**src/rtl/ioblock_cfg_ctrl.sv**
```systemverilog
// Serial configuration controller for a bank of IO blocks.
// Hunts the serial stream for a sync word, shifts in 3 bits per IO
// (TSMUX[1], TSMUX[0], DORREG), checks even parity, and then commits
// the whole frame to the IO bank in a single cycle.
module ioblock_cfg_ctrl #(
   parameter int          NUM_IO    = 4,
   parameter logic [7:0]  SYNC_WORD = 8'hA5
) (
   input  logic                  IOCLK,
   input  logic                  RSTN,
   input  logic                  CFG_VALID,
   input  logic                  CFG_DATA,
   output logic                  CFG_READY,
   input  logic                  CFG_ABORT,
   output logic [2*NUM_IO-1:0]   TSMUX_OUT,
   output logic [NUM_IO-1:0]     DORREG_OUT,
   output logic                  CFG_BUSY,
   output logic                  CFG_DONE,
   output logic                  CFG_ERR
);

   localparam int PAYLOAD_BITS = 3 * NUM_IO;
   localparam int CNT_W        = $clog2(PAYLOAD_BITS + 1);
   localparam logic [CNT_W-1:0] LAST_BIT = CNT_W'(PAYLOAD_BITS - 1);

   typedef enum logic [1:0] {
      HUNT   = 2'd0,
      LOAD   = 2'd1,
      PARITY = 2'd2,
      COMMIT = 2'd3
   } state_t;

   state_t                    state;
   state_t                    state_next;
   logic                      accept;
   logic [7:0]                sync_reg;
   logic [7:0]                sync_shifted;
   logic                      sync_hit;
   logic [CNT_W-1:0]          bit_count;
   logic [PAYLOAD_BITS-1:0]   shadow;
   logic                      parity_acc;
   logic                      parity_ok;
   logic                      load_shift;
   logic [2*NUM_IO-1:0]       shadow_tsmux;
   logic [NUM_IO-1:0]         shadow_dorreg;

   assign accept       = CFG_VALID & CFG_READY;
   assign sync_shifted = {sync_reg[6:0], CFG_DATA};
   assign sync_hit     = (sync_shifted == SYNC_WORD);
   assign parity_ok    = (CFG_DATA == parity_acc);
   assign load_shift   = (state == LOAD) && accept && !CFG_ABORT;

   // State register; reset lands in HUNT.
   always_ff @(posedge IOCLK or negedge RSTN) begin
      if (!RSTN) begin
         state <= HUNT;
      end else begin
         state <= state_next;
      end
   end

   // Next-state logic: abort beats any bit arriving in the same cycle,
   // except in COMMIT which always completes.
   always_comb begin
      state_next = state;
      case (state)
         HUNT: begin
            if (!CFG_ABORT && accept && sync_hit) begin
               state_next = LOAD;
            end
         end
         LOAD: begin
            if (CFG_ABORT) begin
               state_next = HUNT;
            end else if (accept && (bit_count == LAST_BIT)) begin
               state_next = PARITY;
            end
         end
         PARITY: begin
            if (CFG_ABORT) begin
               state_next = HUNT;
            end else if (accept) begin
               state_next = parity_ok ? COMMIT : HUNT;
            end
         end
         COMMIT: begin
            state_next = HUNT;
         end
         default: begin
            state_next = HUNT;
         end
      endcase
   end

   // Handshake and status outputs decoded from the current state.
   always_comb begin
      CFG_READY = 1'b1;
      CFG_BUSY  = 1'b0;
      case (state)
         HUNT:    CFG_BUSY = 1'b0;
         LOAD:    CFG_BUSY = 1'b1;
         PARITY:  CFG_BUSY = 1'b1;
         COMMIT: begin
            CFG_BUSY  = 1'b1;
            CFG_READY = 1'b0;
         end
         default: CFG_BUSY = 1'b0;
      endcase
   end

   // Sync shift register; held at zero outside HUNT so frame bits can never
   // combine with older bits into a false sync.
   always_ff @(posedge IOCLK or negedge RSTN) begin
      if (!RSTN) begin
         sync_reg <= 8'd0;
      end else if (state != HUNT) begin
         sync_reg <= 8'd0;
      end else if (CFG_ABORT) begin
         sync_reg <= 8'd0;
      end else if (accept) begin
         sync_reg <= sync_hit ? 8'd0 : sync_shifted;
      end
   end

   // Payload bit counter; it reaches PAYLOAD_BITS on the last bit and is
   // cleared once the FSM leaves LOAD, so it never wraps.
   always_ff @(posedge IOCLK or negedge RSTN) begin
      if (!RSTN) begin
         bit_count <= '0;
      end else if (load_shift) begin
         bit_count <= bit_count + 1'b1;
      end else if (state != LOAD) begin
         bit_count <= '0;
      end
   end

   // Shadow payload and running parity. Bits enter at the top and shift
   // down, so after the full payload bit j sits at shadow[j].
   always_ff @(posedge IOCLK or negedge RSTN) begin
      if (!RSTN) begin
         shadow     <= '0;
         parity_acc <= 1'b0;
      end else if (load_shift) begin
         shadow     <= {CFG_DATA, shadow[PAYLOAD_BITS-1:1]};
         parity_acc <= parity_acc ^ CFG_DATA;
      end else if ((state == HUNT) || (CFG_ABORT && (state != COMMIT))) begin
         shadow     <= '0;
         parity_acc <= 1'b0;
      end
   end

   // Unpack the shadow into per-IO fields: bit 3i -> TSMUX[1], 3i+1 -> TSMUX[0],
   // 3i+2 -> DORREG.
   always_comb begin
      shadow_tsmux  = '0;
      shadow_dorreg = '0;
      for (int i = 0; i < NUM_IO; i++) begin
         shadow_tsmux[2*i+1] = shadow[3*i];
         shadow_tsmux[2*i]   = shadow[3*i+1];
         shadow_dorreg[i]    = shadow[3*i+2];
      end
   end

   // Committed IO settings change only on the edge leaving COMMIT.
   always_ff @(posedge IOCLK or negedge RSTN) begin
      if (!RSTN) begin
         TSMUX_OUT  <= '0;
         DORREG_OUT <= '0;
      end else if (state == COMMIT) begin
         TSMUX_OUT  <= shadow_tsmux;
         DORREG_OUT <= shadow_dorreg;
      end
   end

   // One-cycle completion pulses for a committed or rejected frame.
   always_ff @(posedge IOCLK or negedge RSTN) begin
      if (!RSTN) begin
         CFG_DONE <= 1'b0;
         CFG_ERR  <= 1'b0;
      end else begin
         CFG_DONE <= (state == COMMIT);
         CFG_ERR  <= (state == PARITY) && accept && !CFG_ABORT && !parity_ok;
      end
   end

endmodule

```
**config.mk**
```make
export PLATFORM = sky130hd
export DESIGN_NAME = ioblock_cfg_ctrl
export DESIGN_NICKNAME = d
export VERILOG_FILES = /design/src/rtl/ioblock_cfg_ctrl.sv
export SDC_FILE = /design/constraint.sdc
export NUM_CORES = 1
export LEC_CHECK = 0
export CAP_MARGIN = 20
export CORE_ASPECT_RATIO = 1.4
export CORE_UTILIZATION = 38
export CTS_BUF_LIST = sky130_fd_sc_hd__clkbuf_4
export DETAILED_ROUTE_END_ITERATION = 8
export MAX_ROUTING_LAYER = met4
export SYNTH_ARGS = -nofsm -noshare
export SYNTH_HDL_FRONTEND = slang
export SYNTH_SLANG_ARGS = --single-unit
```
**constraint.sdc**
```tcl
create_clock -name IOCLK -period 1.4 [get_ports IOCLK]
set_clock_uncertainty 0.05 [all_clocks]
set_input_delay 0.35 -clock IOCLK [delete_from_list [all_inputs] [get_ports IOCLK]]
set_output_delay 0.35 -clock IOCLK [all_outputs]
set_load 0.005 [all_outputs]
```
Word-level counts from Yosys, hierarchy flattened
Cells that the tools add are included.
- mux-type cells: 19
- reductions and logical operators: 19
- equality and inequality tests: 11
- $add $sub $neg: 1
- bitwise gates (word level): 2
- operators with widths (operator ; count):
    two-way mux 7 bit ; 4
    two-way mux 12 bit ; 2
    two-way mux 2 bit ; 6
    logical AND 1 bit ; 9
    equality test 8 bit (second input constant) ; 1
    two-way mux 4 bit ; 2
    one-hot mux 2 bit (4 select lines) ; 1
    nonzero test 2 bit ; 3
    adder 4 x 1 -> 4 bit (second input constant) ; 1
    equality test 2 bit (second input constant) ; 2
    equality test 4 bit (second input constant) ; 1
    inequality test 2 bit (second input constant) ; 2
    two-way mux 1 bit ; 3
    inequality test 3 x 2 -> 1 bit (second input constant) ; 1
    inequality test 3 bit (second input constant) ; 1
    AND reduction 3 bit ; 1
    nonzero test 3 bit ; 1
    OR reduction 3 bit ; 1
    equality test 2 x 1 -> 1 bit (second input constant) ; 1
    logical NOT 1 bit ; 2
    logical NOT 2 bit ; 1
    inequality test 2 x 1 -> 1 bit (second input constant) ; 1
    one-hot mux 1 bit (2 select lines) ; 1
    bitwise AND 1 bit ; 1
    3 further kinds ; 3
- register bits: 40
- input port bits: 5
- output and inout bits: 16
- word-level logic and storage cells: 61

Depth between registers and ports, before layout
- word-level depth: 7
- depth in mapped cells: 5

Least setup slack after synthesis
No wires, ideal clock.
- path type: register -> register
- start: register state[0]
- end: register shadow[0]
- arrival time: 1.211 ns
- library setup time: 0.121 ns
- path buffers: 2
- slack: 0.018 ns
- period minus slack after synthesis: 1.382 ns
- required time: 1.229 ns
- cell stages (with the launch flop): 6
- cell sequence: dfrtp_1 > buf_2 > nand2b_1 > a22o_1 > buf_2 > a22o_1
- cells in the longest elaborated chain, start to end: 6
- elaborated cells on any way between the ends: 12
- those cells by class: 3 x eq/ne; 2 x mux; 1 x bitwise; 6 x reduce/logical
- RTL lines (item ; line ; text):
    from (decl) ; 33 ; state_t state;
    from (signal assigned) ; 58 ; state <= state_next;
    equality test 2 bit ; 99 ; case (state)
    two-way mux 1 bit ; 99 ;
    bitwise AND 1 bit ; 47 ; assign accept = CFG_VALID & CFG_READY;
    logical AND 1 bit (2 in a row) ; 51 ; assign load_shift = (state == LOAD) && accept && !CFG_ABORT;
    two-way mux 12 bit or nonzero test 2 bit (tied branches) ; - ;
    to (signal assigned) ; 144 ; shadow <= {CFG_DATA, shadow[PAYLOAD_BITS-1:1]};
    to (decl) ; 40 ; logic [PAYLOAD_BITS-1:0] shadow;
Several ways; a longest one is shown, not always the timed one.
A chain may end at the register's enable or synchronous reset.

Worst setup path in the final report
- start: register state[1]
- end: output CFG_BUSY
- cells in the longest elaborated chain, start to end: 3
- elaborated cells on any way between the ends: 6
- those cells by class: 3 x eq/ne; 1 x mux; 2 x reduce/logical
- RTL lines (item ; line ; text):
    equality test 2 x 1 -> 1 bit or equality test 2 bit (tied branches) ; 99 ;
    OR reduction 3 bit (no line) ; - ;
    one-hot mux 1 bit (2 select lines) (*) ; 99 ;
    to (decl) ; 17 ; output logic CFG_BUSY,
Every way passes the cells marked *; elsewhere a longest branch is shown, timed or not.

==> results by group <==
Status
  • Outcome: finished with violations
  • Failing checks: DRC, setup timing

Finish
  • Ant. Diodes: 0
  • Final nets: 167
  • Commonest non-fill, non-tap cell in the layout: dfrtp_1
  • Share of layout cells above drive strength 1: 0.3704
  • Finished Cell Area: 2215 µm²
  • Most frequent cells in the layout: dfrtp_1 (40), a22o_1 (20), buf_4 (15), mux2_2 (12), clkdlybuf4s15_1 (12)
  • Largest register FFs: 12
  • Post-layout util: 0.5509
  • Synth-to-Final Area Change: 36.15%

Timing
  • Slew headroom: 0.7958
  • RSZ-0062 raised after global routing: true
  • Fin crit share: 1.102
  • Min setup slack post-route: -0.1431 ns
  • Setup tns final: -0.7112 ns
  • Tightest Pin Transition: 0.3051 ns
  • Hold WS: 0.3755 ns
  • Post-route minimum period: ~1.5 ns
  • Slew Viols, Final: 0
  • Setup Viol. Count Final: 9
  • Highest clock rate: 648.0 MHz
  • Final Hold Vio Count: 0

CTS
  • Clock Sinks: 40
  • Worst-path clk slew: 0.12 ns
  • Clock latency on the worst-skew pair: 0.34 ns
  • CTS root buf: clkbuf_4
  • CTS Buffer Depth: 2
  • Htree depth: 2
  • CTS tree: built
  • CTS Buf Count: 5

Logic synthesis
  • Register area share after synthesis: 0.6154
  • Syn Inst Count: 117
  • Cell area after synthesis: 1627 µm²
  • Post-Syn Nets: 123
  • Flops & latches, synth: 40
  • Netlist cell types: 31
  • Post-synthesis async set-or-reset flop share: 1.000
  • Top FF cell, synth: dfrtp_1
  • Synth warn: 0
  • Post-Syn Area per Cell: 13.90 µm²
  • EDFF count, synth: 0

Global routing
  • Initial antenna violation count: 0
  • All-Layer GR Usage: 0.1567
  • First-pass GRT wire length: 5175 µm
  • GR Overflow Total: 0
  • Largest net degree at the start of global routing: roughly 40
  • Vias in the first global route: between 1000 and 1500

Setup path
  • CP max stage cell: dfrtp_1
  • Crit. End Element: output port
  • Setup crit start kind: flip-flop
  • Critical path, cell by cell: or2_4 > buf_6
  • Kind of critical path: reg2out
  • Worst Path Arrival: 1.14 ns
  • Top Family by Delay on Critical Path: flip-flops
  • Crit path max fanout: 2
  • Buf/Inv on CP: 1
  • Crit-path max cell delay: 0.41 ns
  • Data required time of the critical path: 1.00 ns

Route
  • Via density: approximately 5.4
  • DRT iter0 DRCs: 42
  • WL/cell: 15.46 µm
  • Drt first pass iters: 7
  • WL final: ~3200 µm
  • Drt drc: 10
  • Via count: ~1100
  • Routed Antenna Nets: 0

Placement
  • DP HPWL: between 2000 and 2500 µm
  • GPL Wtd Cong: 0.8776
  • Number of port buffers: 20
  • Post-place instance area: 1974 µm²

Floorplan
  • Chip height: 79.41 µm
  • Starting Density: 0.4046
  • Die area: 4550 µm²
  • DIE WIDTH: 57.30 µm
  • Core area: 4020 µm²
  • Ports: 21
  • Standard-cell rows: 27

Min path
  • Min-Delay Path Class: in2reg

Power and ir drop
  • Lkg Pwr: 1.121 nW
  • Pwr Total: 2.193 mW
  • Pwr per Cell Area: a little under 1000 nW/µm²
  • VDD IR max: 575.2 µV

Run
  • Number of max-cap violations: 0
final cells by class:
cell class / instances / area (µm²)
Clock inverter: 2 / 35.03
Sequential cell: 40 / 1001
Tap cell: 43 / 53.80
Multi-Input combinational cell: 70 / 661.9
Fill cell: 353 / 1805
Clock buffer: 6 / 45.04
Inverter: 2 / 7.507
Timing Repair Buffer: 42 / 410.4
synthesized netlist by cell type (2+ instances only):
cell type	instances	share of area
a22o_1	21	0.11
mux2_2	12	0.083
xor2_1	2	0.011
nor2_1	5	0.012
inv_1	2	0.0046
nand2_1	2	0.0046
nand2b_1	3	0.012
a21oi_1	2	0.0062
nand3_1	2	0.0062
buf_2	4	0.012
nor4bb_1	2	0.012
dfrtp_1	40	0.62
nor3_1	2	0.0062
report_power, final:
group,leakage [nW],internal [mW],switching [mW]
Clock,0.0456,0.394,0.363
Sequential,0.558,1.17,0.0114
Combinational,0.518,0.126,0.132
what timing repair did:
action,CTS,global route
gates cloned,0,1
buffers inserted,4,2
endpoints found under the setup margin,35,28
hold buffers,1,0
hold endpoints to repair,40,0
pin swaps,1,5
resized for setup,43,14
kinds of logic (layout without fill, tap and decap cells):
family | count (synthesis) | after routing | share of synthesized area
AO/OA/AOI/OAI | 29 | 30 | 0.1500
XOR/XNOR | 3 | 3 | 0.01616
adder cells (fa/ha/maj) | 1 | 1 | 0.007691
buffers and inverters | 8 | 52 | 0.02846
flip-flops | 40 | 40 | 0.6154
multiplexers | 13 | 13 | 0.08923
AND/OR/NAND/NOR | 23 | 23 | 0.09309
through the flow:
step | setup WS [ns] | cells
global route | -0.1773 | 205
finish | -0.1431 | 205
floorplan | 0.01848 | 117
CTS | -0.1516 | 202
global placement | -0.3931 | 189
detailed placement | -0.4562 | 189
per-layer routing:
layer / up-vias / track usage / share of wire
li1: 519 / - / -
met1: 555 / 0.1814 / 0.46
met2: 23 / 0.2541 / 0.48
met3: 8 / 0.03890 / 0.031
met4: 0 / 0.07561 / 0.029
met5: - / - / 0
path summary, 6_finish.rpt:
check / from / endpoint / slack (ns) / cells past startpoint
max: state[1]$_DFFE_PN0P_ / CFG_BUSY / -0.14 / 2
min: CFG_DATA / shadow[11]$_DFFE_PN0P_ / 0.38 / 2
max reg2reg: state[1]$_DFFE_PN0P_ / sync_reg[0]$_DFFE_PN0P_ / -0.09 / 5
min reg2reg: TSMUX_OUT[1]$_DFFE_PN0P_ / TSMUX_OUT[1]$_DFFE_PN0P_ / 0.47 / 1
max in group asynchronous: RSTN / sync_reg[2]$_DFFE_PN0P_ / 0.66 / 3
min in group asynchronous: RSTN / bit_count[3]$_DFFE_PN0P_ / 0.45 / 3
(Power assumes the default switching activity.)
